<file path="src/rtl/hockey_disp_pkg.sv">
// Shared constants and types for the hockey display renderer.
package hockey_disp_pkg;

  localparam int ROWS   = 5;
  localparam int COLS   = 8;
  localparam int DIGITS = 4;

  localparam logic [2:0] NO_PUCK_Y = 3'd7;

  localparam logic [6:0] SEG_DASH  = 7'b0111111;
  localparam logic [6:0] SEG_BLANK = 7'b1111111;

  typedef enum logic [1:0] {
    DIG_SCORE_B = 2'd0,
    DIG_DASH    = 2'd1,
    DIG_SCORE_A = 2'd2,
    DIG_BLANK   = 2'd3
  } digit_e;

  typedef enum logic [1:0] {
    SEG_SEL_VAL   = 2'd0,
    SEG_SEL_DASH  = 2'd1,
    SEG_SEL_BLANK = 2'd2
  } seg_sel_e;

  function automatic logic [ROWS-1:0] row_onehot(input logic [2:0] row);
    row_onehot = 5'b00001 << row;
  endfunction

endpackage

</file>
<file path="src/rtl/hockey_seg_decode.sv">
// Combinational score/dash/blank to active-low {g,f,e,d,c,b,a} segment decoder.
module hockey_seg_decode
  import hockey_disp_pkg::*;
(
  input  seg_sel_e   sel_i,
  input  logic [1:0] val_i,
  output logic [6:0] seg_o
);

  always_comb begin
    seg_o = SEG_BLANK;
    case (sel_i)
      SEG_SEL_VAL: begin
        case (val_i)
          2'd0:    seg_o = 7'b1000000;
          2'd1:    seg_o = 7'b1111001;
          2'd2:    seg_o = 7'b0100100;
          2'd3:    seg_o = 7'b0110000;
          default: seg_o = SEG_BLANK;
        endcase
      end
      SEG_SEL_DASH:  seg_o = SEG_DASH;
      SEG_SEL_BLANK: seg_o = SEG_BLANK;
      default:       seg_o = SEG_BLANK;
    endcase
  end

endmodule

</file>
<file path="src/rtl/hockey_display.sv">
// Hockey display: frame-latched 8x5 LED matrix scan with goal flash, plus 4-digit score scan.
// Optional macro GUARD_BLANK_EN darkens matrix and digits for BLANK_CYC clocks after every tick.
module hockey_display #(
  parameter int SCAN_DIV     = 50000,
  parameter int FLASH_FRAMES = 8,
  parameter int BLANK_CYC    = 16
) (
  input  logic       clk,
  input  logic       rst,
  input  logic [2:0] x_coord,
  input  logic [2:0] y_coord,
  input  logic [1:0] score_a,
  input  logic [1:0] score_b,
  input  logic       goal_a,
  input  logic       goal_b,
  output logic [4:0] row_sel,
  output logic [7:0] col_data,
  output logic [3:0] an,
  output logic [6:0] seg
);
  import hockey_disp_pkg::*;

  localparam int PW         = $clog2(SCAN_DIV);
  localparam int FLASH_LOAD = 2 * FLASH_FRAMES;
  localparam int FW         = $clog2(FLASH_LOAD + 1);

  logic [PW-1:0]     presc_q, presc_d;
  logic [2:0]        row_q, row_d;
  digit_e            digit_q, digit_d;
  logic [FW-1:0]     flash_q, flash_d;
  logic [2:0]        x_lat_q, x_lat_d;
  logic [2:0]        y_lat_q, y_lat_d;
  logic [1:0]        sa_lat_q, sa_lat_d;
  logic [1:0]        sb_lat_q, sb_lat_d;

  logic              tick_s;
  logic              frame_s;

  logic [ROWS-1:0]   row_sel_s;
  logic [COLS-1:0]   col_s;
  logic [DIGITS-1:0] an_s;
  logic [6:0]        seg_s;
  seg_sel_e          seg_sel_s;
  logic [1:0]        seg_val_s;

  logic [ROWS-1:0]   row_sel_q, row_sel_d;
  logic [COLS-1:0]   col_q, col_d;
  logic [DIGITS-1:0] an_q, an_d;
  logic [6:0]        seg_q, seg_d;

  // Scan timing, frame latch and flash counter next-state.
  always_comb begin
    tick_s   = (presc_q == PW'(SCAN_DIV - 1));
    frame_s  = tick_s && (row_q == 3'(ROWS - 1));
    presc_d  = presc_q + {{(PW-1){1'b0}}, 1'b1};
    row_d    = row_q;
    digit_d  = digit_q;
    x_lat_d  = x_lat_q;
    y_lat_d  = y_lat_q;
    sa_lat_d = sa_lat_q;
    sb_lat_d = sb_lat_q;
    flash_d  = flash_q;

    if (tick_s) begin
      presc_d = {PW{1'b0}};
      digit_d = digit_e'(2'(digit_q) + 2'd1);
      if (row_q == 3'(ROWS - 1)) begin
        row_d = 3'd0;
      end else begin
        row_d = row_q + 3'd1;
      end
    end else begin
      row_d = row_q;
    end

    if (frame_s) begin
      x_lat_d  = x_coord;
      y_lat_d  = y_coord;
      sa_lat_d = score_a;
      sb_lat_d = score_b;
    end else begin
      x_lat_d  = x_lat_q;
    end

    // A goal reload takes priority over the frame-boundary decrement.
    if (goal_a || goal_b) begin
      flash_d = FW'(FLASH_LOAD);
    end else if (frame_s && (flash_q != {FW{1'b0}})) begin
      flash_d = flash_q - {{(FW-1){1'b0}}, 1'b1};
    end else begin
      flash_d = flash_q;
    end
  end

  // Picture for the current row/digit; it is captured into the output registers on the tick.
  always_comb begin
    row_sel_s = row_onehot(row_q);
    col_s     = {COLS{1'b0}};
    an_s      = ~(4'b0001 << 2'(digit_q));
    seg_sel_s = SEG_SEL_BLANK;
    seg_val_s = 2'd0;

    // row_q never exceeds 4, so a latched y of 5..7 never matches a row.
    if (flash_q != {FW{1'b0}}) begin
      col_s = flash_q[0] ? 8'hFF : 8'h00;
    end else if (y_lat_q == row_q) begin
      col_s = 8'b00000001 << x_lat_q;
    end else begin
      col_s = 8'h00;
    end

    case (digit_q)
      DIG_SCORE_B: begin
        seg_sel_s = SEG_SEL_VAL;
        seg_val_s = sb_lat_q;
      end
      DIG_DASH:    seg_sel_s = SEG_SEL_DASH;
      DIG_SCORE_A: begin
        seg_sel_s = SEG_SEL_VAL;
        seg_val_s = sa_lat_q;
      end
      DIG_BLANK:   seg_sel_s = SEG_SEL_BLANK;
      default:     seg_sel_s = SEG_SEL_BLANK;
    endcase
  end

  hockey_seg_decode u_seg_decode (
    .sel_i (seg_sel_s),
    .val_i (seg_val_s),
    .seg_o (seg_s)
  );

`ifdef GUARD_BLANK_EN
  logic [ROWS-1:0]   pend_row_sel_q, pend_row_sel_d;
  logic [COLS-1:0]   pend_col_q, pend_col_d;
  logic [DIGITS-1:0] pend_an_q, pend_an_d;

  // On the tick the picture is parked while outputs stay dark; it is revealed at prescaler==BLANK_CYC.
  always_comb begin
    row_sel_d      = row_sel_q;
    col_d          = col_q;
    an_d           = an_q;
    seg_d          = seg_q;
    pend_row_sel_d = pend_row_sel_q;
    pend_col_d     = pend_col_q;
    pend_an_d      = pend_an_q;
    if (tick_s) begin
      pend_row_sel_d = row_sel_s;
      pend_col_d     = col_s;
      pend_an_d      = an_s;
      row_sel_d      = {ROWS{1'b0}};
      col_d          = {COLS{1'b0}};
      an_d           = {DIGITS{1'b1}};
      seg_d          = seg_s;
    end else if (presc_q == PW'(BLANK_CYC - 1)) begin
      row_sel_d = pend_row_sel_q;
      col_d     = pend_col_q;
      an_d      = pend_an_q;
    end else begin
      seg_d = seg_q;
    end
  end

  always_ff @(posedge clk or negedge rst) begin
    if (!rst) begin
      pend_row_sel_q <= {ROWS{1'b0}};
      pend_col_q     <= {COLS{1'b0}};
      pend_an_q      <= {DIGITS{1'b1}};
    end else begin
      pend_row_sel_q <= pend_row_sel_d;
      pend_col_q     <= pend_col_d;
      pend_an_q      <= pend_an_d;
    end
  end
`else
  logic unused_blank_cyc_s;
  assign unused_blank_cyc_s = (BLANK_CYC < 0);

  // Outputs take the new picture on the tick and hold in between.
  always_comb begin
    row_sel_d = row_sel_q;
    col_d     = col_q;
    an_d      = an_q;
    seg_d     = seg_q;
    if (tick_s) begin
      row_sel_d = row_sel_s;
      col_d     = col_s;
      an_d      = an_s;
      seg_d     = seg_s;
    end else begin
      seg_d = seg_q;
    end
  end
`endif

  always_ff @(posedge clk or negedge rst) begin
    if (!rst) begin
      presc_q   <= {PW{1'b0}};
      row_q     <= 3'd0;
      digit_q   <= DIG_SCORE_B;
      flash_q   <= {FW{1'b0}};
      x_lat_q   <= 3'd0;
      y_lat_q   <= NO_PUCK_Y;
      sa_lat_q  <= 2'd0;
      sb_lat_q  <= 2'd0;
      row_sel_q <= {ROWS{1'b0}};
      col_q     <= {COLS{1'b0}};
      an_q      <= {DIGITS{1'b1}};
      seg_q     <= SEG_BLANK;
    end else begin
      presc_q   <= presc_d;
      row_q     <= row_d;
      digit_q   <= digit_d;
      flash_q   <= flash_d;
      x_lat_q   <= x_lat_d;
      y_lat_q   <= y_lat_d;
      sa_lat_q  <= sa_lat_d;
      sb_lat_q  <= sb_lat_d;
      row_sel_q <= row_sel_d;
      col_q     <= col_d;
      an_q      <= an_d;
      seg_q     <= seg_d;
    end
  end

  assign row_sel  = row_sel_q;
  assign col_data = col_q;
  assign an       = an_q;
  assign seg      = seg_q;

endmodule

</file>
<file path="config.mk">
export PLATFORM = sky130hd
export DESIGN_NAME = hockey_display
export DESIGN_NICKNAME = d
export VERILOG_FILES = /design/src/rtl/hockey_disp_pkg.sv /design/src/rtl/hockey_seg_decode.sv /design/src/rtl/hockey_display.sv
export SDC_FILE = /design/constraint.sdc
export NUM_CORES = 1
export LEC_CHECK = 0
export BUFFER_PORTS_ARGS = -buffer_cell sky130_fd_sc_hd__buf_2
export CAP_MARGIN = 20
export CORE_MARGIN = 2
export CORE_UTILIZATION = 46
export DETAILED_ROUTE_END_ITERATION = 8
export GPL_TIMING_DRIVEN = 0
export PLACE_DENSITY = 0.66
export SYNTH_ARGS = -nofsm -noshare
export SYNTH_HDL_FRONTEND = slang
export SYNTH_SLANG_ARGS = --single-unit
</file>
<file path="constraint.sdc">
create_clock -name clk -period 2.8 [get_ports clk]
set_input_delay 0.56 -clock clk [delete_from_list [all_inputs] [get_ports clk]]
set_output_delay 0.56 -clock clk [all_outputs]
set_load 0.01 [all_outputs]
</file>
==> metrics.md, run 1 <==
| Metric | Value |
|---|---|
| Area after DPL | 0.00309 sq mm |
| Syn Nets | 291 |
| First-pass iteration count of the detailed router | 4 |
| Final slew viol count | 0 |
| YS warnings | 0 |
| Most frequent cell on the critical path | sky130_fd_sc_hd__a21oi_1 |
| Tightest Hold Check Type | in2async |
| Post-CTS Setup Bufs | 0 |
| Required time of the critical path | 2.97 ns |
| Share of layout cells above drive strength 1 | 26.6% |
| Setup clock skew after layout | 0.00466 ns |
| Most crowded layer after global routing | met2 |
| Combinational fraction of design power | 1.8% |
| Worst path max stage delay | ~0.55 ns |
| Max-slew headroom at the worst pin | 56.3% |
| Total clock sinks | 59 |
| Number of library cell types mapped by synthesis | 42 |
| Fraction of met1 tracks used by global routing | 25.4% |
| Int Power | 1.29 mW |
| Avg Inst Size Synth | 10.5 sq um |
| Setup slack at placement | between 0.6 and 0.7 ns |
| Number of antenna violations at the first check in global routing | 0 |
| Post-route total power | 1.64 mW |
| DR DRC count | 0 |
| TritonCTS clock tree | yes |
| Port buffer count | 37 |
| GR Util met2 | 28.5% |
| Critical-path cell list | inv_1 > ha_1 > or4b_1 > buf_2 > a21oi_1 > a21oi_1 |
| Largest fanout of any net on the critical path | 9 |
| RSZ-0062 raised after global routing | false |
| Number of DRC violations after detailed-routing iteration 0 | 91 |
| Critical Path Start Type | register |
| Total Neg Setup Slack | 0 ns |
| Global-route usage over all layers | a little under a fifth |
| Global placement routability congestion | 0.856 |
| WL/cell | 14.3 microns |
| Power density normalized to cell area | between 500 and 600 mW/mm^2 |
| Cell family contributing the most delay on the critical path | compound AO/OA/AOI/OAI gates |
| Clock root cell | sky130_fd_sc_hd__clkbuf_8 |
| Fillers | ~550 |
| Highest clock frequency the design can meet | 453 MHz |
| Detail-routed via count per cell | ~5.3 |
| Total CTS buffers | 9 |
| IO Count | 38 |
| Final setup viols | 0 |
| Commonest cells after routing, fill and taps aside | sky130_fd_sc_hd__dfrtp_1, sky130_fd_sc_hd__buf_2, sky130_fd_sc_hd__nand2_1, sky130_fd_sc_hd__nor2_1, sky130_fd_sc_hd__a21oi_1 |
| Die Footprint | 0.00670 sq mm |
| Hold bufs inserted after CTS | 0 |
| Via count | 2,082 |
| Gate count after technology mapping | 265 |
| Area of the multi-input gates | about 0.0012 sq mm |
| Die width | 81.8 microns |
| Residual overflow from global routing | 0 |
| Global-route wire length before repair | ~9500 microns |
| Crit path kind | reg2reg |
| Top_reg_cell synth | sky130_fd_sc_hd__dfrtp_1 |
| Outcome | finished clean |
| Buffer levels on the longest clock path | 2 |
| Share of the yosys chip area belonging to registers | around 54% |
| CTS clock-pin slew for the worst setup and hold paths | 0.07 ns |
| Switching power as a share of total power | a little over a fifth |
| Area delta synth->final | 17.7% |
| Standard cell core area | 0.00589 sq mm |
| Largest voltage drop on the vdd net | around 0.0005 V |
| Clock latency reported for the late side of the worst-skew pair | roughly 0.33 ns |
| Most common cell after layout, fill and taps aside | sky130_fd_sc_hd__dfrtp_1 |
| Sequential power share | 51.9% |
| Standard-cell rows | 28 |
| Transition at the pin with the smallest max-transition slack | 0.655 ns |
| Placed wire-length estimate after detailed placement | roughly 4000 microns |
| Area taken by flip-flops and latches | 0.00149 sq mm |
| Initial core utilization | 47.4% |
| Total detailed-routing wirelength | 5650 microns |
| Total number of nets in the final design | 340 |
| Post-synthesis sequential element count | around 60 |
| Final hold violation count | 0 |
| Worst setup slack after layout | 0.594 ns |
| Maximum number of pins on one net before global-route repair | 34 |
| Share of total power in the clock network | 46.3% |
| Async set-reset flop share out of synthesis | 100% |
| Critical Path End Type | register |
| Max cap viols | 0 |
| Bufs and invs on worst path | 2 |
| Post-CTS Resized | 0 |
| DIE HEIGHT | ~82 microns |
| P_sw | 0.351 mW |
| Cell at the slowest stage of the critical path | sky130_fd_sc_hd__a21oi_1 |
| Combined area of all synthesized cells | 0.00279 sq mm |
| Final antenna-violating net count | 0 |
| Arr. time, crit path | 2.38 ns |
| Leakage power | ~1.5 nW |
| Design Area, Final | 0.00328 sq mm |
| Portion of the clock cycle consumed by the worst path in the final layout | 78.8% |
| H-tree levels | 3 |
| Vias in the first global route | 2,017 |
| Number of antenna diodes | 0 |
| Number of enable flip-flop cells after synthesis | 0 |
| Minimum period implied by the final worst setup slack | 2.21 ns |
| Global-route track usage on met3 | around 5.5% |
## state kept, by name, indices dropped and copies added, names as in the netlist
| name | flops |
|---|---|
| sa_lat_q | 2 |
| y_lat_q | 3 |
| flash_q | 5 |
| sb_lat_q | 2 |
| digit_q | 2 |
| col_data | 8 |
| seg | 6 |
| row_sel | 5 |
| row_q | 3 |
| presc_q | 16 |
| x_lat_q | 3 |
| an | 4 |
## power groups by stage
| stage | Sequential [mW] | Clock [mW] | Combinational, mW |
|---|---|---|---|
| floorplan | 0.869 | 0 | 0.00222 |
| global placement | 0.868 | 0 | 0.0284 |
| detailed placement | 0.868 | 0 | 0.0322 |
| CTS | 0.853 | 0.780 | 0.0321 |
| global route | 0.853 | 0.816 | 0.0357 |
| finish | 0.853 | 0.761 | 0.0301 |
## worst reg2reg max path: cells and delay by family, from the launching register on
family | cells | cell delay, ns
DFF | 1 | 0.40
and+or+nand+nor | 1 | 0.44
adders and majority gates | 1 | 0.22
buffers and inverters | 2 | 0.28
AOI/OAI and AO/OA | 2 | 0.71
## path summary, 6_finish.rpt
| kind | start | endpoint | slack, ns | depth (start not counted) |
|---|---|---|---|---|
| max in group asynchronous | rst | y_lat_q[1] | 1.90 | 2 |
| min in group clk | seg[1] | seg[1] | 0.46 | 2 |
| setup reg to reg | flash_q[0] | col_data[4] | 0.59 | 6 |
| setup / recovery | flash_q[0] | col_data[4] | 0.59 | 6 |
| hold reg to reg | seg[1] | seg[1] | 0.46 | 2 |
| hold / removal | rst | presc_q[12] | 0.24 | 1 |
## stage by stage
step | util, % | hold slack (ns) | cells
floorplan | - | 0.264 | 265
global placement | 52.1 | 0.444 | 377
detailed placement | 52.4 | 0.443 | 378
CTS | 55.7 | 0.257 | 394
global route | 55.7 | 0.274 | 394
finish | 55.7 | 0.237 | 394
## cells by family after synthesis
family	synth area share, %
DFF	53.5
and+or+nand+nor	19.1
adders and majority gates	5.39
buffers and inverters	3.23
xor gates and xnor gates	4.71
muxes	3.64
AOI/OAI and AO/OA	10.4
## cell type report
class,instances,area share [%]
Sequential cell,59,45.5
Clock buffer,11,4.31
Clock inverter,5,1.60
Multi-Input combinational cell,185,36.7
Tap cell,75,2.86
Buffer,11,1.60
Timing Repair Buffer,38,6.25
Inverter,10,1.14
## synth_stat cells, types with 3 or more instances
| cell type | count | area (sq um) |
|---|---|---|
| sky130_fd_sc_hd__a21oi_1 | 15 | 75.1 |
| sky130_fd_sc_hd__a31oi_1 | 3 | 18.8 |
| sky130_fd_sc_hd__and4_1 | 3 | 26.3 |
| sky130_fd_sc_hd__buf_2 | 3 | 15.0 |
| sky130_fd_sc_hd__clkbuf_1 | 5 | 18.8 |
| sky130_fd_sc_hd__dfrtp_1 | 46 | 1150 |
| sky130_fd_sc_hd__dfstp_2 | 13 | 342 |
| sky130_fd_sc_hd__ha_1 | 12 | 150 |
| sky130_fd_sc_hd__inv_1 | 10 | 37.5 |
| sky130_fd_sc_hd__mux2_2 | 9 | 101 |
| sky130_fd_sc_hd__nand2_1 | 28 | 105 |
| sky130_fd_sc_hd__nand3_1 | 11 | 55.1 |
| sky130_fd_sc_hd__nand4_1 | 8 | 50.1 |
| sky130_fd_sc_hd__nor2_1 | 24 | 90.1 |
| sky130_fd_sc_hd__o211ai_1 | 3 | 22.5 |
| sky130_fd_sc_hd__o21a_1 | 3 | 22.5 |
| sky130_fd_sc_hd__o21ai_0 | 14 | 70.1 |
| sky130_fd_sc_hd__o31ai_1 | 3 | 22.5 |
| sky130_fd_sc_hd__or3_1 | 6 | 37.5 |
| sky130_fd_sc_hd__or4_1 | 5 | 37.5 |
| sky130_fd_sc_hd__xnor2_1 | 9 | 78.8 |
| sky130_fd_sc_hd__xor2_1 | 6 | 52.6 |
## per-layer routing
metal  routed length (microns)  part of all wire [%]
met4                        87                   1.5
met2                      2660                    47
met3                       246                   4.4
met1                      2650                    47
met5                         0                     0
No activity file was read; power rests on OpenSTA's default activity.
==> inputs of run 2 (changes only) <==
- PLACE_DENSITY: 0.66 -> 0.69
- clock period: 2.8 -> 1.9 ns (I/O delays scaled with it)
==> run 2 against run 1 <==
Sequential share of layout area shrank 1.7 points. Wire length grew 4.6%. Sequential cell count is the same. Fmax grew 19%. Critical endpoint is now col_data[3]. Count of clock-buffer cells in the layout grew 2. Sequential power grew 48%.
==> metrics.md, run 2 (synthesis results as in run 1) <==
| Metric | Value |
|---|---|
| Final antenna-violating net count | 0 |
| Required time of the critical path | 2.16 ns |
| DR DRC count | 0 |
| Residual overflow from global routing | 0 |
| Global-route wire length before repair | 9520 microns |
| Design Area, Final | 0.00341 sq mm |
| Largest voltage drop on the vdd net | 0.000355 V |
| Commonest cells after routing, fill and taps aside | sky130_fd_sc_hd__dfrtp_1, sky130_fd_sc_hd__buf_2, sky130_fd_sc_hd__nand2_1, sky130_fd_sc_hd__nor2_1, sky130_fd_sc_hd__o21ai_0 |
| Arr. time, crit path | 2.11 ns |
| Leakage power | 1.61 nW |
| Standard-cell rows | 28 |
| Clock latency reported for the late side of the worst-skew pair | 0.33 ns |
| Vias in the first global route | around 2,100 |
| Detail-routed via count per cell | 5.39 |
| Number of antenna violations at the first check in global routing | 0 |
| TritonCTS clock tree | yes |
| Crit path kind | reg2reg |
| Setup clock skew after layout | 0.00579 ns |
| H-tree levels | 3 |
| Total clock sinks | just under 60 |
| Worst path max stage delay | 0.50 ns |
| Fillers | 503 |
| WL/cell | 14.7 microns |
| Register with the most flip-flops | presc_q |
| IO Count | 38 |
| Total detailed-routing wirelength | 5910 microns |
| Post-layout util | 57.9% |
| Standard cell core area | 0.00589 sq mm |
| Outcome | finished clean |
| Maximum number of pins on one net before global-route repair | 33 |
| Port buffer count | 37 |
| Area delta synth->final | 22.2% |
| Global-route usage over all layers | 19.2% |
| Hold bufs inserted after CTS | 0 |
| Cell family contributing the most delay on the critical path | simple AND/OR/NAND/NOR gates |
| Area after DPL | 0.00310 sq mm |
| Most crowded layer after global routing | met2 |
| Placed wire-length estimate after detailed placement | slightly below 4000 microns |
| Transition at the pin with the smallest max-transition slack | 0.628 ns |
| Total number of nets in the final design | around 350 |
| Max reg flops | 16 |
| Bufs and invs on worst path | 1 |
| Die Footprint | 0.00670 sq mm |
| Global-route track usage on met3 | under 10% |
| Most common cell after layout, fill and taps aside | sky130_fd_sc_hd__dfrtp_1 |
| Buffer levels on the longest clock path | 2 |
| Cell at the slowest stage of the critical path | sky130_fd_sc_hd__or4b_4 |
| CTS clock-pin slew for the worst setup and hold paths | 0.07 ns |
| GR Util met2 | 28.9% |
| RSZ-0062 raised after global routing | true |
| Number of DRC violations after detailed-routing iteration 0 | 125 |
| Critical Path End Type | register |
| Largest fanout of any net on the critical path | 6 |
| Via count | 2,165 |
| Die width | 81.8 microns |
| Crit path from | flash_q[1] |
| Number of antenna diodes | 0 |
| Final hold violation count | 0 |
| Initial core utilization | between 40% and 50% |
| Worst R2R Path Depth | 5 |
| Final setup viols | 0 |
| Global placement routability congestion | around 0.84 |
| DIE HEIGHT | 81.8 microns |
| First-pass iteration count of the detailed router | 4 |
| Portion of the clock cycle consumed by the worst path in the final layout | 97.5% |
| Max-slew headroom at the worst pin | roughly 58% |
| Max cap viols | 0 |
| Number of logic stages on the critical path including buffering | 5 |
| Minimum period implied by the final worst setup slack | 1.85 ns |
| Fraction of met1 tracks used by global routing | 26.7% |
| Critical Path Start Type | register |
| Share of layout cells above drive strength 1 | 31.8% |
| Tightest Hold Check Type | in2async |
| Final slew viol count | 0 |
| Clock root cell | sky130_fd_sc_hd__clkbuf_8 |
| Power density normalized to cell area | 669 mW/mm^2 |
| Critical-path cell list | inv_1 > ha_2 > or4b_4 > or4_1 > a21oi_1 |
| Highest clock frequency the design can meet | around 540 MHz |
| Worst reg2reg path startpoint | flash_q[1] |
| Total CTS buffers | 9 |
run 2: changes by cell type in the layout (fill, tap and decap cells not counted), sizes merged:
cell      before  now
buf           44   53
bufinv         1    0
clkbuf        16   17
clkinvlp       1    0
run 2: worst paths after layout:
kind                            slack, ns          end
worst min-delay path                 0.07   digit_q[1]
worst min register to register       0.47       seg[1]
worst max-delay path                 0.05  col_data[3]
worst max register to register       0.05  col_data[3]
min in group clk                     0.27   y_lat_q[1]
max in group asynchronous            1.25   flash_q[4]
run 2: power breakdown:
group	switching (mW)	internal (mW)	total (mW)
sequential	0	1.26	1.26
combinational	0.0295	0.0149	0.0443
clock	0.474	0.503	0.978
total	0.504	1.78	2.28
run 2: cell type report:
type | count | area [sq um] | area share [%]
multi-input cells | 185 | 1280 | 37.6
well taps | 75 | 93.8 | 2.75
repair buffers | 48 | 280 | 8.23
plain buffers | 9 | 56.3 | 1.65
flip-flops and latches | 59 | 1490 | 43.8
clock inverters | 3 | 15.0 | 0.441
clock buffers | 13 | 149 | 4.37
inverters | 10 | 37.5 | 1.10
run 2: repair_timing:
item	CTS	global route
endpoints found under the hold margin	0	0
setup endpoints to repair	14	37
setup buffers	6	4
gates resized for setup	10	14
pin swaps	3	5
run 2: layer usage:
| layer | vias to the layer above | share of wire (%) |
|---|---|---|
| met1 | 1060 | 46 |
| met4 | 0 | 1.1 |
| met3 | 8 | 4.4 |
| met2 | 50 | 48 |
| met5 | - | 0 |
| li1 | 1047 | - |
run 2: metrics by stage:
step	power, mW	std cells	setup TNS (ns)	worst slack [ns]	hold WS [ns]
finish	2.28	402	0	0.0472	0.0660
global route	2.37	402	-0.0109	-0.00458	0.115
CTS	2.30	399	0	0.00634	0.0798
detailed placement	1.33	378	-2.28	-0.186	0.442
global placement	1.32	377	-2.21	-0.170	0.443
floorplan	1.28	265	0	0.000284	0.0844
run 2: worst reg2reg max path: stages (launching register included):
cell and delay [ns]:
sky130_fd_sc_hd__dfrtp_1 0.38, sky130_fd_sc_hd__inv_1 0.08, sky130_fd_sc_hd__ha_2 0.19, sky130_fd_sc_hd__or4b_4 0.50, sky130_fd_sc_hd__or4_1 0.48, sky130_fd_sc_hd__a21oi_1 0.15
==> inputs of run 3 (changes only) <==
==> constraint.sdc (replaced) <==
create_clock -name clk -period 1.9 [get_ports clk]
set_input_delay 0.285 -clock clk [delete_from_list [all_inputs] [get_ports clk]]
set_output_delay 0.285 -clock clk [all_outputs]
set_load 0.01 [all_outputs]
==> run 3 against run 2 <==
Worst hold slack better by 0.11 ns. Final cell count rose by 0.25%. Sequential share of layout area fell by 0.13 points. Power is essentially flat. Sequential cell count unchanged. Worst setup slack hardly changed. Register-to-register slack hardly changed. First-iteration DRC count fell by 1.6%. Clock skew rose by 0.0016 ns. Clock power about the same. Critical endpoint unchanged.
==> metrics.md, run 3 (synthesis results as in run 1) <==
| Metric | Value |
|---|---|
| Most common cell after layout, fill and taps aside | sky130_fd_sc_hd__dfrtp_1 |
| Port buffer count | 37 |
| Final hold violation count | 0 |
| Number of antenna violations at the first check in global routing | 0 |
| Initial core utilization | 47.4% |
| Clock root cell | sky130_fd_sc_hd__clkbuf_8 |
| First-pass iteration count of the detailed router | 4 |
| Total Neg Setup Slack | 0 ns |
| Share of layout cells above drive strength 1 | 31.7% |
| Total number of nets in the final design | 349 |
| Switching power as a share of total power | about 22% |
| Max-slew headroom at the worst pin | 58.1% |
| P_sw | 0.503 mW |
| Residual overflow from global routing | 0 |
| Arr. time, crit path | 2.12 ns |
| Critical Path Start Type | register |
| Number of DRC violations after detailed-routing iteration 0 | 123 |
| Detail-routed via count per cell | 5.40 |
| Final setup viols | 0 |
| Standard cell core area | 0.00589 sq mm |
| Placed wire-length estimate after detailed placement | 3970 microns |
| Global-route usage over all layers | 19.2% |
| Total detailed-routing wirelength | 5920 microns |
| Vias in the first global route | between 2,000 and 2,500 |
| WL/cell | approximately 15 microns |
| Portion of the clock cycle consumed by the worst path in the final layout | a little over nine tenths |
| Post-layout util | around three fifths |
| Final slew viol count | 0 |
| Max cap viols | 0 |
| DR DRC count | 0 |
| Area delta synth->final | 22.6% |
| Via count | between 2,000 and 2,500 |
| Commonest cells after routing, fill and taps aside | sky130_fd_sc_hd__dfrtp_1, sky130_fd_sc_hd__buf_2, sky130_fd_sc_hd__nand2_1, sky130_fd_sc_hd__nor2_1, sky130_fd_sc_hd__o21ai_0 |
| Clock latency reported for the late side of the worst-skew pair | 0.33 ns |
| Number of antenna diodes | 0 |
| Share of total power in the clock network | 42.8% |
| Crit path kind | reg2reg |
| Register with the most flip-flops | presc_q |
| IO Count | 38 |
| Final antenna-violating net count | 0 |
| Highest clock frequency the design can meet | 540 MHz |
| CTS clock-pin slew for the worst setup and hold paths | 0.07 ns |
| TritonCTS clock tree | yes |
| Transition at the pin with the smallest max-transition slack | about 0.63 ns |
| Leakage power | 1.61 nW |
| Worst path max stage delay | 0.50 ns |
| Largest voltage drop on the vdd net | 0.000354 V |
| Max reg flops | 16 |
| Power density normalized to cell area | between 600 and 700 mW/mm^2 |
| Int Power | roughly 1.8 mW |
| Die Footprint | around 0.0067 sq mm |
| Post-route total power | around 2.3 mW |
| Setup slack at placement | -0.186 ns |
| Buffer levels on the longest clock path | 2 |
| RSZ-0062 raised after global routing | true |
| Largest fanout of any net on the critical path | 6 |
| Global-route wire length before repair | approximately 9500 microns |
| Standard-cell rows | 28 |
| Global placement routability congestion | 0.841 |
| Tightest Hold Check Type | in2reg |
| H-tree levels | 3 |
| Total CTS buffers | 9 |
| Cell at the slowest stage of the critical path | sky130_fd_sc_hd__or4b_4 |
| Worst setup slack after layout | roughly 0.047 ns |
| Die width | around 82 microns |
| Sequential power share | 55.2% |
| Critical Path End Type | register |
| DIE HEIGHT | 81.8 microns |
| Maximum number of pins on one net before global-route repair | 33 |
| Combinational fraction of design power | 2.0% |
| Tightest hold margin | 0.181 ns |
| Setup clock skew after layout | 0.00741 ns |
| Required time of the critical path | 2.16 ns |
| Minimum period implied by the final worst setup slack | 1.85 ns |
| Critical-path cell list | inv_1 > ha_2 > or4b_4 > or4_1 > a21oi_1 |
| Total clock sinks | 59 |
| Outcome | finished clean |
## run 3: cell count changes in the layout (fill, tap and decap cells not counted), sizes merged
cell,previous run,this run
dlygate4sd3,0,1
## run 3: final cells by class
type	instances	area, sq um
Buffer	9	56.3
Clock buffer	13	149
Clock inverter	3	15.0
Fill cell	503	2470
Inverter	10	37.5
Multi-Input combinational cell	185	1280
Sequential cell	59	1490
Tap cell	75	93.8
Timing Repair Buffer	49	290
## run 3: stage by stage
step | instances | area, sq um
2_1_floorplan | 265 | 2800
3_3_place_gp | 377 | 3080
3_5_place_dp | 378 | 3100
4_1_cts | 400 | 3360
5_1_grt | 403 | 3420
6_report | 403 | 3420
## run 3: worst paths after layout
check                            from           to  slack [ns]  depth (start not counted)
max in group asynchronous         rst   flash_q[4]        0.80                          3
min in group asynchronous         rst     row_q[0]        0.51                          2
setup reg to reg           flash_q[1]  col_data[3]        0.05                          5
hold reg to reg                seg[1]       seg[1]        0.47                          2
setup / recovery           flash_q[1]  col_data[3]        0.05                          5
hold / removal             y_coord[1]   y_lat_q[1]        0.18                          2
## run 3: routing by layer
layer	wire, microns	vias to the layer above	global-route usage [%]	share of wire (%)
li1	-	1050	-	-
met1	2780	1067	26.7	47
met2	2870	52	29.0	48
met3	205	6	4.95	3.5
met4	67	0	7.00	1.1
met5	0	-	0	0
## run 3: what timing repair did
action,CTS,global route
setup endpoints to repair,14,37
pin swaps,3,5
setup buffers,6,4
cloned,0,0
hold buffers,1,0
hold endpoints to repair,14,0
resized for setup,10,14
## run 3: power by group through the flow
stage | Clock, mW | Combinational (mW) | Sequential, mW
2_1_floorplan | 0 | 0.00327 | 1.28
3_3_place_gp | 0 | 0.0416 | 1.28
3_5_place_dp | 0 | 0.0469 | 1.28
4_1_cts | 0.998 | 0.0484 | 1.26
5_1_grt | 1.06 | 0.0538 | 1.26
6_report | 0.977 | 0.0458 | 1.26
## run 3: critical path: cells and delay by family, from the launching register on
kind | cells | cell delay [ns]
AND/OR/NAND/NOR | 2 | 0.98
AO/OA/AOI/OAI | 1 | 0.15
flip-flops | 1 | 0.38
buffers and inverters | 1 | 0.08
adder cells (fa/ha/maj) | 1 | 0.19
